<file path="config.mk">
export PLATFORM = sky130hd
export DESIGN_NAME = multicycle_control_flat
export DESIGN_NICKNAME = d
export VERILOG_FILES = /design/src/rtl/multicycle_control_if.sv /design/src/rtl/multicycle_control.sv /design/src/flat_wrapper.sv
export SDC_FILE = /design/constraint.sdc
export NUM_CORES = 1
export LEC_CHECK = 0
export BUFFER_PORTS_ARGS = -buffer_cell sky130_fd_sc_hd__buf_2
export CAP_MARGIN = 20
export CORE_UTILIZATION = 44
export CTS_BUF_LIST = sky130_fd_sc_hd__clkbuf_4
export DETAILED_ROUTE_END_ITERATION = 6
export PLACE_DENSITY = 0.84
export SLEW_MARGIN = 20
export SYNTH_ARGS = -nofsm -noshare
export SYNTH_HDL_FRONTEND = slang
export SYNTH_SLANG_ARGS = --single-unit
</file>
<file path="constraint.sdc">
create_clock -name clk -period 2.3 [get_ports clk]
set_input_delay 0.46 -clock clk [delete_from_list [all_inputs] [get_ports clk]]
set_output_delay 0.46 -clock clk [all_outputs]
set_load 0.03 [all_outputs]
</file>
<file path="src/rtl/multicycle_control_if.sv">
// rtl/multicycle_control_if.sv - control/status bundle between the multicycle MIPS controller and its datapath
interface multicycle_control_if;
  logic [5:0] op;
  logic [5:0] funct;
  logic       zero;
  logic       PCen;
  logic       IorD;
  logic       MemWrite;
  logic       IRWrite;
  logic       RegDst;
  logic       MemtoReg;
  logic       RegWrite;
  logic       ALUSrcA;
  logic       Ori;
  logic [1:0] ALUSrcB;
  logic [1:0] PCSrc;
  logic [2:0] ALUControl;

  // Controller side: reads instruction fields and zero, drives every control input
  modport master (
    input  op, funct, zero,
    output PCen, IorD, MemWrite, IRWrite, RegDst, MemtoReg, RegWrite,
           ALUSrcA, Ori, ALUSrcB, PCSrc, ALUControl
  );

  // Datapath side
  modport slave (
    output op, funct, zero,
    input  PCen, IorD, MemWrite, IRWrite, RegDst, MemtoReg, RegWrite,
           ALUSrcA, Ori, ALUSrcB, PCSrc, ALUControl
  );
endinterface

</file>
<file path="src/rtl/multicycle_control.sv">
// rtl/multicycle_control.sv - main control FSM and ALU decoder for the 32-bit multicycle MIPS datapath
module multicycle_control #(
  parameter logic [5:0] ORI_OP  = 6'h0D,
  parameter logic [2:0] ALU_ADD = 3'b010,
  parameter logic [2:0] ALU_SUB = 3'b110,
  parameter logic [2:0] ALU_AND = 3'b000,
  parameter logic [2:0] ALU_OR  = 3'b001,
  parameter logic [2:0] ALU_SLT = 3'b111
) (
  input  logic                 clk,
  input  logic                 reset,
  multicycle_control_if.master bus,
  output logic [3:0]           state_o,
  output logic                 illegal_o
);

  localparam logic [5:0] OP_RTYPE = 6'h00;
  localparam logic [5:0] OP_J     = 6'h02;
  localparam logic [5:0] OP_BEQ   = 6'h04;
  localparam logic [5:0] OP_BNE   = 6'h05;
  localparam logic [5:0] OP_ADDI  = 6'h08;
  localparam logic [5:0] OP_LW    = 6'h23;
  localparam logic [5:0] OP_SW    = 6'h2B;

  localparam logic [5:0] FN_ADD = 6'h20;
  localparam logic [5:0] FN_SUB = 6'h22;
  localparam logic [5:0] FN_AND = 6'h24;
  localparam logic [5:0] FN_OR  = 6'h25;
  localparam logic [5:0] FN_SLT = 6'h2A;

  typedef enum logic [3:0] {
    FETCH  = 4'd0,
    DECODE = 4'd1,
    MEMADR = 4'd2,
    MEMRD  = 4'd3,
    MEMWB  = 4'd4,
    MEMWR  = 4'd5,
    RTEX   = 4'd6,
    RTWB   = 4'd7,
    BRANCH = 4'd8,
    IMMEX  = 4'd9,
    IMMWB  = 4'd10,
    JUMP   = 4'd11
  } state_t;

  state_t     state;
  state_t     state_next;
  logic       illegal_next;

  logic       funct_ok;
  logic [2:0] funct_alu;

  logic       pc_en;
  logic       iord;
  logic       mem_write;
  logic       ir_write;
  logic       reg_dst;
  logic       memto_reg;
  logic       reg_write;
  logic       alu_src_a;
  logic       ori_sel;
  logic [1:0] alu_src_b;
  logic [1:0] pc_src;
  logic [2:0] alu_control;

  // State and illegal-pulse registers; reset aborts any instruction straight to FETCH
  always_ff @(posedge clk or negedge reset) begin
    if (!reset) begin
      state     <= FETCH;
      illegal_o <= 1'b0;
    end else begin
      state     <= state_next;
      illegal_o <= illegal_next;
    end
  end

  // R-type funct decode: ALU operation and whether the funct is one we implement
  always_comb begin
    funct_ok  = 1'b1;
    funct_alu = ALU_ADD;
    case (bus.funct)
      FN_ADD:  funct_alu = ALU_ADD;
      FN_SUB:  funct_alu = ALU_SUB;
      FN_AND:  funct_alu = ALU_AND;
      FN_OR:   funct_alu = ALU_OR;
      FN_SLT:  funct_alu = ALU_SLT;
      default: funct_ok  = 1'b0;
    endcase
  end

  // Next-state and Moore outputs per state; PCen in BRANCH additionally follows zero
  always_comb begin
    state_next   = FETCH;
    illegal_next = 1'b0;
    pc_en        = 1'b0;
    iord         = 1'b0;
    mem_write    = 1'b0;
    ir_write     = 1'b0;
    reg_dst      = 1'b0;
    memto_reg    = 1'b0;
    reg_write    = 1'b0;
    alu_src_a    = 1'b0;
    ori_sel      = 1'b0;
    alu_src_b    = 2'b00;
    pc_src       = 2'b00;
    alu_control  = ALU_ADD;
    case (state)
      FETCH: begin
        ir_write   = 1'b1;
        alu_src_b  = 2'b01;
        pc_en      = 1'b1;
        state_next = DECODE;
      end
      DECODE: begin
        // Branch target (PC+4 + offset<<2) lands in ALUOut for a possible BRANCH
        alu_src_b = 2'b11;
        if (bus.op == OP_LW || bus.op == OP_SW) begin
          state_next = MEMADR;
        end else if (bus.op == OP_RTYPE) begin
          if (funct_ok) state_next = RTEX;
          else          illegal_next = 1'b1;
        end else if (bus.op == OP_BEQ || bus.op == OP_BNE) begin
          state_next = BRANCH;
        end else if (bus.op == OP_ADDI || bus.op == ORI_OP) begin
          state_next = IMMEX;
        end else if (bus.op == OP_J) begin
          state_next = JUMP;
        end else begin
          illegal_next = 1'b1;
        end
      end
      MEMADR: begin
        alu_src_a  = 1'b1;
        alu_src_b  = 2'b10;
        state_next = (bus.op == OP_LW) ? MEMRD : MEMWR;
      end
      MEMRD: begin
        iord       = 1'b1;
        state_next = MEMWB;
      end
      MEMWB: begin
        memto_reg = 1'b1;
        reg_write = 1'b1;
      end
      MEMWR: begin
        iord      = 1'b1;
        mem_write = 1'b1;
      end
      RTEX: begin
        alu_src_a   = 1'b1;
        alu_control = funct_alu;
        state_next  = RTWB;
      end
      RTWB: begin
        reg_dst   = 1'b1;
        reg_write = 1'b1;
      end
      BRANCH: begin
        alu_src_a   = 1'b1;
        alu_control = ALU_SUB;
        pc_src      = 2'b01;
        if (bus.op == OP_BEQ)      pc_en = bus.zero;
        else if (bus.op == OP_BNE) pc_en = ~bus.zero;
      end
      IMMEX: begin
        alu_src_a  = 1'b1;
        alu_src_b  = 2'b10;
        state_next = IMMWB;
        if (bus.op == ORI_OP) begin
          alu_control = ALU_OR;
          ori_sel     = 1'b1;
        end
      end
      IMMWB: begin
        // ALUOut already holds the result, so the immediate mux is left at its default
        reg_write = 1'b1;
      end
      JUMP: begin
        pc_src = 2'b10;
        pc_en  = 1'b1;
      end
      default: state_next = FETCH;
    endcase
  end

  // Write-type enables are held off for as long as reset is low
  assign bus.PCen       = pc_en & reset;
  assign bus.IRWrite    = ir_write & reset;
  assign bus.MemWrite   = mem_write & reset;
  assign bus.RegWrite   = reg_write & reset;
  assign bus.IorD       = iord;
  assign bus.RegDst     = reg_dst;
  assign bus.MemtoReg   = memto_reg;
  assign bus.ALUSrcA    = alu_src_a;
  assign bus.Ori        = ori_sel;
  assign bus.ALUSrcB    = alu_src_b;
  assign bus.PCSrc      = pc_src;
  assign bus.ALUControl = alu_control;
  assign state_o        = state;

endmodule

</file>
<file path="src/flat_wrapper.sv">
// flat-port wrapper written by rule: the top's interface ports become plain ports
module multicycle_control_flat 
#(
  parameter logic [5:0] ORI_OP  = 6'h0D,
  parameter logic [2:0] ALU_ADD = 3'b010,
  parameter logic [2:0] ALU_SUB = 3'b110,
  parameter logic [2:0] ALU_AND = 3'b000,
  parameter logic [2:0] ALU_OR  = 3'b001,
  parameter logic [2:0] ALU_SLT = 3'b111
)
  (clk, reset, state_o, illegal_o, bus_op, bus_funct, bus_zero, bus_PCen, bus_IorD, bus_MemWrite, bus_IRWrite, bus_RegDst, bus_MemtoReg, bus_RegWrite, bus_ALUSrcA, bus_Ori, bus_ALUSrcB, bus_PCSrc, bus_ALUControl);
  multicycle_control_if bus_i ();
  input  logic clk;
  input  logic reset;
  output logic [3:0] state_o;
  output logic illegal_o;
  input wire logic [$bits(bus_i.op)-1:0] bus_op;
  input wire logic [$bits(bus_i.funct)-1:0] bus_funct;
  input wire logic [$bits(bus_i.zero)-1:0] bus_zero;
  output wire logic [$bits(bus_i.PCen)-1:0] bus_PCen;
  output wire logic [$bits(bus_i.IorD)-1:0] bus_IorD;
  output wire logic [$bits(bus_i.MemWrite)-1:0] bus_MemWrite;
  output wire logic [$bits(bus_i.IRWrite)-1:0] bus_IRWrite;
  output wire logic [$bits(bus_i.RegDst)-1:0] bus_RegDst;
  output wire logic [$bits(bus_i.MemtoReg)-1:0] bus_MemtoReg;
  output wire logic [$bits(bus_i.RegWrite)-1:0] bus_RegWrite;
  output wire logic [$bits(bus_i.ALUSrcA)-1:0] bus_ALUSrcA;
  output wire logic [$bits(bus_i.Ori)-1:0] bus_Ori;
  output wire logic [$bits(bus_i.ALUSrcB)-1:0] bus_ALUSrcB;
  output wire logic [$bits(bus_i.PCSrc)-1:0] bus_PCSrc;
  output wire logic [$bits(bus_i.ALUControl)-1:0] bus_ALUControl;
  assign bus_i.op = bus_op;
  assign bus_i.funct = bus_funct;
  assign bus_i.zero = bus_zero;
  assign bus_PCen = bus_i.PCen;
  assign bus_IorD = bus_i.IorD;
  assign bus_MemWrite = bus_i.MemWrite;
  assign bus_IRWrite = bus_i.IRWrite;
  assign bus_RegDst = bus_i.RegDst;
  assign bus_MemtoReg = bus_i.MemtoReg;
  assign bus_RegWrite = bus_i.RegWrite;
  assign bus_ALUSrcA = bus_i.ALUSrcA;
  assign bus_Ori = bus_i.Ori;
  assign bus_ALUSrcB = bus_i.ALUSrcB;
  assign bus_PCSrc = bus_i.PCSrc;
  assign bus_ALUControl = bus_i.ALUControl;
  multicycle_control #(.ORI_OP(ORI_OP), .ALU_ADD(ALU_ADD), .ALU_SUB(ALU_SUB), .ALU_AND(ALU_AND), .ALU_OR(ALU_OR), .ALU_SLT(ALU_SLT)) u_core (.clk(clk), .reset(reset), .bus(bus_i), .state_o(state_o), .illegal_o(illegal_o));
endmodule
</file>
==> flow_metrics.py, run 1 <==
metrics = {
    "worst_setup_path": {
        "cp_max_fo": 6,
        "timing.rr.end": "u_core.state_o[2]",
        "rr_worst_depth": 4,
        "cp-start-kind": "flop",
        "critPathArrivalTime_ps": 1760,
        "required_ps": 1840,
        "endpoint_kind": "output pin",
        "r2r_start": "u_core.state_o[2]",
        "r2r_slack_ps": 920,
        "crit_type": "flop to output pin",
    },
    "global_routing": {
        "first_global_vias": 661,
        "global_route.usage.total": 0.255,
        "antenna_found_initial": 0,
        "grt_max_degree": 12,
        "overflow": 0,
        "grt_pass1_wl_mm": 2.80,
    },
    "finish": {
        "final_common_cell": "buf_2",
        "fillers": 121,
        "final_cell_mix": "buf_2, nor2_1, nor3_1, inv_1, nand2_1",
        "multiInputGateArea_um2": 457,
        "diodes": 0,
        "drive_gt1_frac": 0.417,
        "area_growth_syn_to_layout_pct": 41.0,
        "instances_no_fill": 142,
        "nets": 143,
        "area.sequential_um2": 128,
    },
    "floorplanning": {
        "rows": 13,
        "core_area_um2": 1300,
        "die_w_um": 39.4,
        "dieHeight_um": 39.4,
        "start_util": 0.474,
        "design.die.area_um2": 1560,
        "pin_count": 36,
    },
    "sta": {
        "finalHoldViolations": 0,
        "layout_worst_path_cycle_share": 0.964,
        "worst_pin_slew_ps": 430,
        "setup_slack_ps": 81.8,
        "period_minus_slack_ps": 2220,
        "grt_setup_unrepaired": "no",
        "relSlewSlack": 0.710,
        "clock_skew_ps": 0.259,
        "max_freq_ghz": 0.451,
        "drv_slew": 0,
        "setup-violations-final": 0,
    },
    "pwr": {
        "switching_share": 0.520,
        "p_int_w": 0.000365,
        "power_frac_seq": 0.204,
        "power.density_nw_per_um2": 876,
        "cellLeakagePower_nw": 0.433,
        "p_sw_w": 0.000396,
        "combPwrFrac": 0.641,
        "clock_power_share": 0.156,
        "irDropWorstVdd_mv": 0.531,
    },
    "clock_network": {
        "clk_path_buf_depth": 2,
        "cts_tree": "done",
        "cts_root_buffer": "clkbuf_4",
        "numClockSinks": 5,
        "clk_latency_ps": 250,
        "htree_levels": 1,
        "postCtsHoldBufs": 0,
        "numCtsBuffers": 3,
        "clkTransAtPathRegs_ps": 50,
    },
    "placed_design": {
        "dp.cells": 137,
        "pre_cts_ws_ps": 219,
        "hpwl_mm": 1.30,
        "routabilityCongestion": 0.869,
        "portBuffers": 35,
    },
    "synth": {
        "yosysUniqueCellTypes": 38,
        "synth_top_area_share": 0.203,
        "synth-seq-cells": 5,
        "synthCells": 88,
        "synth_area_leader_cell": "dfrtp_1",
        "synth.avg_cell_area_um2": 7.01,
        "yosys_warnings": 0,
        "synth_area_leaders": "dfrtp_1, nand2b_1, nor2_1",
        "syn-num-nets": 103,
        "yosysSeqAreaShare": 0.203,
        "synth_area_um2": 617,
    },
    "route": {
        "remaining_drc_errors": 0,
        "via_per_inst": 5.64,
        "via_count": 801,
        "wl_per_cell_um": 12.6,
        "wl_mm": 1.79,
        "dr.pass1.iters": 4,
        "drt_iter0_drc": 21,
        "ant_nets": 0,
    },
    "worst_hold_path": {
        "worstHoldPathType": "input port to asynchronous set/reset pin",
    },
    "outcome": {
        "status": "completed",
    },
    "job": {
        "maxCapViolCount": 0,
    },
}
==> sequential cells by signal, summed over array words and instances (netlist names) <==
signal	flops
u_core.state_o	4
u_core.illegal_o	1
==> power by group through the flow <==
stage	Clock, W	Combinational (W)	Sequential (W)
6_report	0.000119	0.000488	0.000155
5_1_grt	0.000126	0.000522	0.000161
4_1_cts	0.000116	0.000466	0.000155
3_5_place_dp	0	0.000464	0.000156
3_3_place_gp	0	0.000459	0.000155
2_1_floorplan	0	0.000301	0.000185
==> cells by family after synthesis <==
group                     after synthesis  share of synthesized area
DFF                                     5                      0.203
AOI/OAI and AO/OA                      19                      0.221
buffers and inverters                  11                     0.0751
and+or+nand+nor                        49                      0.442
xor gates and xnor gates                3                     0.0426
muxes                                   1                     0.0162
==> per-stage QoR <==
step | total power (W) | TNS, ps | util | instance area [µm²] | hold slack [ps]
after floorplan | 0.000486 | -95.1 | - | 619 | 164
after global placement | 0.000614 | 0 | 0.627 | 816 | 297
after global routing | 0.000809 | 0 | 0.668 | 870 | 45.0
final | 0.000762 | 0 | 0.668 | 870 | 41.6
after detailed placement | 0.000620 | 0 | 0.627 | 816 | 300
after CTS | 0.000737 | 0 | 0.651 | 847 | 41.8
==> routing by layer <==
metal,track usage,up-vias,wire (µm)
li1,-,397,-
met1,0.328,375,794
met2,0.459,27,911
met3,0.0170,2,80
met4,0.0517,0,8
met5,0,-,0
==> cell type report <==
cell class | instances | share of cell area
Timing Repair Buffer | 39 | 0.242
Sequential cell | 5 | 0.147
Clock buffer | 4 | 0.0345
Inverter | 7 | 0.0302
Tap cell | 15 | 0.0216
Multi-Input combinational cell | 72 | 0.525
==> worst max path at each step <==
stage,to,slack (ps),from,cells past startpoint
floorplan,bus_ALUControl[0],-100,u_core.state_o[3],5
global placement,bus_PCen,270,u_core.state_o[3],5
detailed placement,bus_PCen,220,u_core.state_o[3],5
CTS,bus_PCen,40,u_core.state_o[3],5
global route,bus_ALUControl[0],3,u_core.state_o[1],5
finish,bus_PCen,80,u_core.state_o[2],5
==> worst max-delay path, stage by stage, from the launching register on <==
cell and delay (ps):
dfrtp_1 370, nand2b_2 220, or3_1 360, nor3_1 230, o21a_1 150, clkbuf_4 180
==> cell usage after synthesis <==
cell type,n
or3b_4,1
dfrtp_1,5
o31a_2,1
nand3_1,2
nand4bb_1,1
buf_2,1
o2bb2ai_1,1
o41ai_1,1
nand3b_1,1
o21ai_0,3
clkbuf_1,2
o21ai_1,1
nor3_1,7
buf_4,1
o22ai_1,1
o211a_1,1
a31o_2,1
or4_1,1
o211ai_1,1
inv_1,7
nor3b_1,1
nor2b_1,2
o21a_1,1
nand4_1,1
and2_2,1
or3_1,3
nand2b_1,7
mux2i_1,1
a21o_2,1
xnor2_1,3
o32ai_1,1
a22oi_1,1
nor4b_1,2
nor4_1,2
o311ai_0,1
nor2_1,10
a21oi_1,3
nand2_1,7
==> what timing repair did <==
action / in CTS / in global routing
gates resized for setup: 1 / 5
setup buffers: 0 / 1
endpoints found under the setup margin: 1 / 2
pin swaps: 0 / 0
(Power assumes the default switching activity.)
==> inputs of run 2 (changes only) <==
==> constraint.sdc (replaced) <==
create_clock -name clk -period 2.3 [get_ports clk]
set_input_delay 0.69 -clock clk [delete_from_list [all_inputs] [get_ports clk]]
set_output_delay 0.69 -clock clk [all_outputs]
set_load 0.03 [all_outputs]
==> flow_metrics.py, run 2 (synthesized netlist as in run 1, its figures left out) <==
metrics = {
    "sta": {
        "grt_setup_unrepaired": "yes",
        "worst_pin_slew_ps": 443,
        "relSlewSlack": 0.702,
        "finalHoldViolations": 0,
        "layout_worst_path_cycle_share": 1.03,
        "drv_slew": 0,
        "setup-violations-final": 3,
        "clock_skew_ps": 6.84,
        "setup_slack_ps": -77.5,
        "period_minus_slack_ps": 2380,
        "max_freq_ghz": 0.421,
        "tns_ps": -157,
    },
    "floorplanning": {
        "die_w_um": 39.4,
        "pin_count": 36,
        "dieHeight_um": 39.4,
        "core_area_um2": 1300,
        "design.die.area_um2": 1560,
        "rows": 13,
        "start_util": 0.474,
    },
    "finish": {
        "diodes": 0,
        "largest_register_ffs": 4,
        "final_common_cell": "buf_2",
        "fillers": 84,
        "drive_gt1_frac": 0.540,
        "final_cell_mix": "buf_2, buf_4, nand2_1",
        "instances_no_fill": 152,
        "fin_util": 0.818,
        "nets": 153,
        "final_cell_area_um2": 1060,
        "area_growth_syn_to_layout_pct": 72.6,
    },
    "worst_setup_path": {
        "critPathArrivalTime_ps": 1690,
        "cp-start-kind": "flop",
        "cp_slowest_cell": "dfrtp_2",
        "r2r_slack_ps": 890,
        "endpoint_kind": "output pin",
        "required_ps": 1610,
        "crit_buf_inv": 1,
        "rr_worst_depth": 4,
        "critPathMaxStageDelay_ps": 390,
        "path_cells": "nand2b_1, or3_1, nor3_2, o21a_2, buf_4",
        "crit_type": "flop to output pin",
        "cpLargestDelayFamily": "simple AND/OR/NAND/NOR gates",
        "crit_cells": 5,
        "cp_max_fo": 3,
    },
    "global_routing": {
        "first_global_vias": 732,
        "global_route.usage.total": 0.312,
        "antenna_found_initial": 0,
        "overflow": 0,
        "grt_pass1_wl_mm": 3.24,
        "grt_max_degree": 13,
    },
    "route": {
        "wl_mm": 2.50,
        "drt_iter0_drc": 43,
        "wl_met1_um": 976,
        "wl_per_cell_um": 16.5,
        "via_per_inst": 5.95,
        "dr.pass1.iters": 4,
        "routed.top_layer": "met4",
        "remaining_drc_errors": 0,
        "ant_nets": 0,
        "via_count": 905,
        "wl_met3_um": 174,
        "wl_met2_mm": 1.29,
    },
    "pwr": {
        "irDropWorstVdd_mv": 0.665,
        "cellLeakagePower_nw": 0.511,
        "power.density_nw_per_um2": 779,
    },
    "clock_network": {
        "clk_latency_ps": 250,
        "cts_root_buffer": "clkbuf_4",
        "cts_tree": "done",
        "numClockSinks": 5,
        "htree_levels": 1,
        "clk_path_buf_depth": 2,
        "numCtsBuffers": 3,
        "postCtsHoldBufs": 0,
        "clkTransAtPathRegs_ps": 50,
    },
    "outcome": {
        "status": "finished with violations",
        "violations": "negative setup slack",
    },
    "placed_design": {
        "portBuffers": 35,
        "routabilityCongestion": 0.942,
        "placed_cell_area_um2": 915,
        "dp.cells": 147,
        "hpwl_mm": 1.52,
    },
    "job": {
        "maxCapViolCount": 0,
    },
    "worst_hold_path": {
        "worstHoldPathType": "input port to asynchronous set/reset pin",
    },
}
==> run 2: cell count changes in the layout (fill, tap and decap cells not counted), moves of 2 or more <==
cell    before  now
buf_2       33   27
nor3_1       7    5
buf_4        5   15
buf_6        0    6
nor2_1       9    6
nor2_4       0    2
==> run 2: worst paths after layout <==
| path | from | endpoint |
|---|---|---|
| setup / recovery | u_core.state_o[2] | bus_PCen |
| hold / removal | reset | u_core.state_o[2] |
| setup reg to reg | u_core.state_o[2] | u_core.state_o[2] |
| hold reg to reg | u_core.state_o[3] | u_core.state_o[0] |
| max in group asynchronous | reset | u_core.state_o[3] |
| min in group clk | u_core.state_o[3] | u_core.state_o[0] |
==> run 2: power breakdown <==
group | internal, W | switching (W)
Combinational | 0.000208 | 0.000366
Sequential | 0.000116 | 0.0000224
Clock | 0.0000776 | 0.0000401
Total | 0.000401 | 0.000429
==> run 2: layer usage <==
layer / up-vias / global-route usage
li1: 418 / -
met1: 420 / 0.359
met2: 59 / 0.537
met3: 8 / 0.0511
met4: 0 / 0.172
met5: - / 0
==> run 2: cell type report <==
class / count / area [µm²] / share of cell area
well taps: 15 / 18.8 / 0.0176
flip-flops and latches: 5 / 129 / 0.121
inverters: 7 / 26.3 / 0.0247
repair buffers: 49 / 330 / 0.310
clock buffers: 4 / 30.0 / 0.0282
multi-input cells: 72 / 531 / 0.498
==> run 2: what timing repair did <==
| item | in CTS | in global routing |
|---|---|---|
| pin swaps | 3 | 6 |
| buffers inserted | 0 | 1 |
| gates resized for setup | 14 | 14 |
| endpoints found under the setup margin | 5 | 6 |
==> run 2: stage by stage <==
stage	setup WS [ps]	hold WS, ps	total power, W
2_1_floorplan	-38.8	394	0.000496
4_1_cts	-58.3	270	0.000797
3_3_place_gp	-125	527	0.000644
3_5_place_dp	-163	528	0.000656
6_report	-77.5	267	0.000830
5_1_grt	-106	286	0.000866
==> run 2: worst register-to-register path, stage by stage, from the launching register on <==
cell,delay (ps)
dfrtp_2,390
buf_4,170
or4_1,520
o21ai_1,140
o2bb2ai_1,70
==> inputs of run 3 (changes only) <==
- CORE_ASPECT_RATIO: unset -> 0.9
- CORE_UTILIZATION: 44 -> 42
- CTS_BUF_LIST: sky130_fd_sc_hd__clkbuf_4 -> unset
- PLACE_DENSITY: 0.84 -> 0.8
==> flow_metrics.py, run 3 (synthesized netlist as in run 1, its figures left out) <==
metrics = {
    "worst_setup_path": {
        "required_ps": 1610,
        "rr_worst_depth": 4,
        "crit_type": "input port to output pin",
        "cp-start-kind": "input port",
        "timing.rr.end": "u_core.state_o[2]",
        "critPathArrivalTime_ps": 1670,
        "r2r_start": "u_core.state_o[2]",
        "cp_max_fo": 2,
        "r2r_slack_ps": 880,
        "endpoint_kind": "output pin",
    },
    "sta": {
        "layout_worst_path_cycle_share": 1.03,
        "finalHoldViolations": 0,
        "setup_slack_ps": -59.9,
        "timing.hold.ws_ps": 266,
        "drv_slew": 0,
        "relSlewSlack": 0.666,
        "max_freq_ghz": 0.424,
        "clock_skew_ps": 11.4,
        "period_minus_slack_ps": 2360,
        "worst_pin_slew_ps": 496,
        "grt_setup_unrepaired": "yes",
        "setup-violations-final": 3,
    },
    "global_routing": {
        "gr-max-usage-layer": "met2",
        "met3_usage": 0.0425,
        "met1_usage": 0.369,
        "grt_max_degree": 13,
        "global_route.usage.total": 0.300,
        "antenna_found_initial": 0,
        "overflow": 0,
        "use_met2": 0.554,
        "grt_pass1_wl_mm": 3.66,
        "first_global_vias": 818,
    },
    "clock_network": {
        "cts_tree": "done",
        "numCtsBuffers": 3,
        "numClockSinks": 5,
        "htree_levels": 1,
        "clkTransAtPathRegs_ps": 50,
        "clk_latency_ps": 250,
        "clk_path_buf_depth": 2,
        "cts_root_buffer": "clkbuf_4",
    },
    "finish": {
        "final_cell_mix": "buf_2, buf_4, nor2_1, buf_6",
        "diodes": 0,
        "drive_gt1_frac": 0.560,
        "fin_util": 0.847,
        "final_common_cell": "buf_2",
        "largest_register_ffs": 4,
        "instances_no_fill": 155,
        "area_growth_syn_to_layout_pct": 77.3,
        "nets": 157,
    },
    "pwr": {
        "power.density_nw_per_um2": 778,
        "irDropWorstVdd_mv": 0.733,
        "cellLeakagePower_nw": 0.521,
    },
    "route": {
        "wl_per_cell_um": 16.2,
        "dr.pass1.iters": 4,
        "via_count": 940,
        "wl_mm": 2.51,
        "via_per_inst": 6.06,
        "remaining_drc_errors": 0,
        "ant_nets": 0,
        "drt_iter0_drc": 41,
    },
    "floorplanning": {
        "start_util": 0.478,
        "die_w_um": 42.4,
        "core_area_um2": 1290,
        "dieHeight_um": 38.4,
        "rows": 12,
        "pin_count": 36,
        "design.die.area_um2": 1630,
    },
    "placed_design": {
        "dp.cells": 147,
        "portBuffers": 35,
        "hpwl_mm": 1.61,
        "routabilityCongestion": 0.920,
    },
    "worst_hold_path": {
        "worstHoldPathType": "input port to asynchronous set/reset pin",
    },
    "outcome": {
        "status": "finished with violations",
        "violations": "negative setup slack",
    },
    "job": {
        "maxCapViolCount": 0,
    },
}
-- run 3: worst max-delay path by stage --
stage / startpoint / to / slack, ps
2_1_floorplan: u_core.state_o[3] / bus_ALUControl[0] / -40
3_3_place_gp: bus_funct[4] / bus_ALUControl[0] / -140
3_5_place_dp: bus_op[1] / bus_ALUControl[0] / -250
4_1_cts: bus_funct[4] / bus_ALUControl[0] / -40
5_1_grt: bus_funct[4] / bus_ALUControl[0] / -140
6_report: bus_funct[4] / bus_ALUControl[0] / -60
-- run 3: stage by stage --
step | instance area (µm²) | TNS [ps] | power, W | setup slack, ps
after floorplan | 646 | -38.8 | 0.000496 | -38.8
after global placement | 921 | -437 | 0.000641 | -138
after detailed placement | 921 | -870 | 0.000656 | -248
after CTS | 1040 | -35.7 | 0.000794 | -35.7
after global routing | 1090 | -302 | 0.000888 | -139
final | 1090 | -133 | 0.000851 | -59.9
-- run 3: critical path: stages --
cell	delay, ps
buf_6	90
nand4bb_4	220
nor2_1	120
nand3_1	120
o311ai_2	220
buf_4	200
-- run 3: cell type report --
class | count | area, µm²
inverter | 7 | 26.3
clock buffer | 4 | 26.3
fill | 82 | 198
timing repair buffer | 53 | 363
multi-input combinational | 72 | 532
tap | 14 | 17.5
sequential | 5 | 129
-- run 3: report_power, final --
part / total [W] / leakage (nW) / switching [W] / internal (W)
clock: 0.000105 / 0.0150 / 0.0000396 / 0.0000658
combinational: 0.000602 / 0.445 / 0.000376 / 0.000226
sequential: 0.000144 / 0.0606 / 0.0000282 / 0.000116
total: 0.000851 / 0.521 / 0.000444 / 0.000407
-- run 3: repair_timing --
item | in CTS | in global routing
endpoints found under the setup margin | 5 | 6
buffers inserted | 2 | 2
resized for setup | 16 | 11
pin swaps | 6 | 6
hold buffers | 0 | 0
-- run 3: metal layers --
metal	up-vias	wire length, µm
met3	6	204
li1	427	-
met2	72	1310
met4	0	46
met1	435	946
met5	-	0
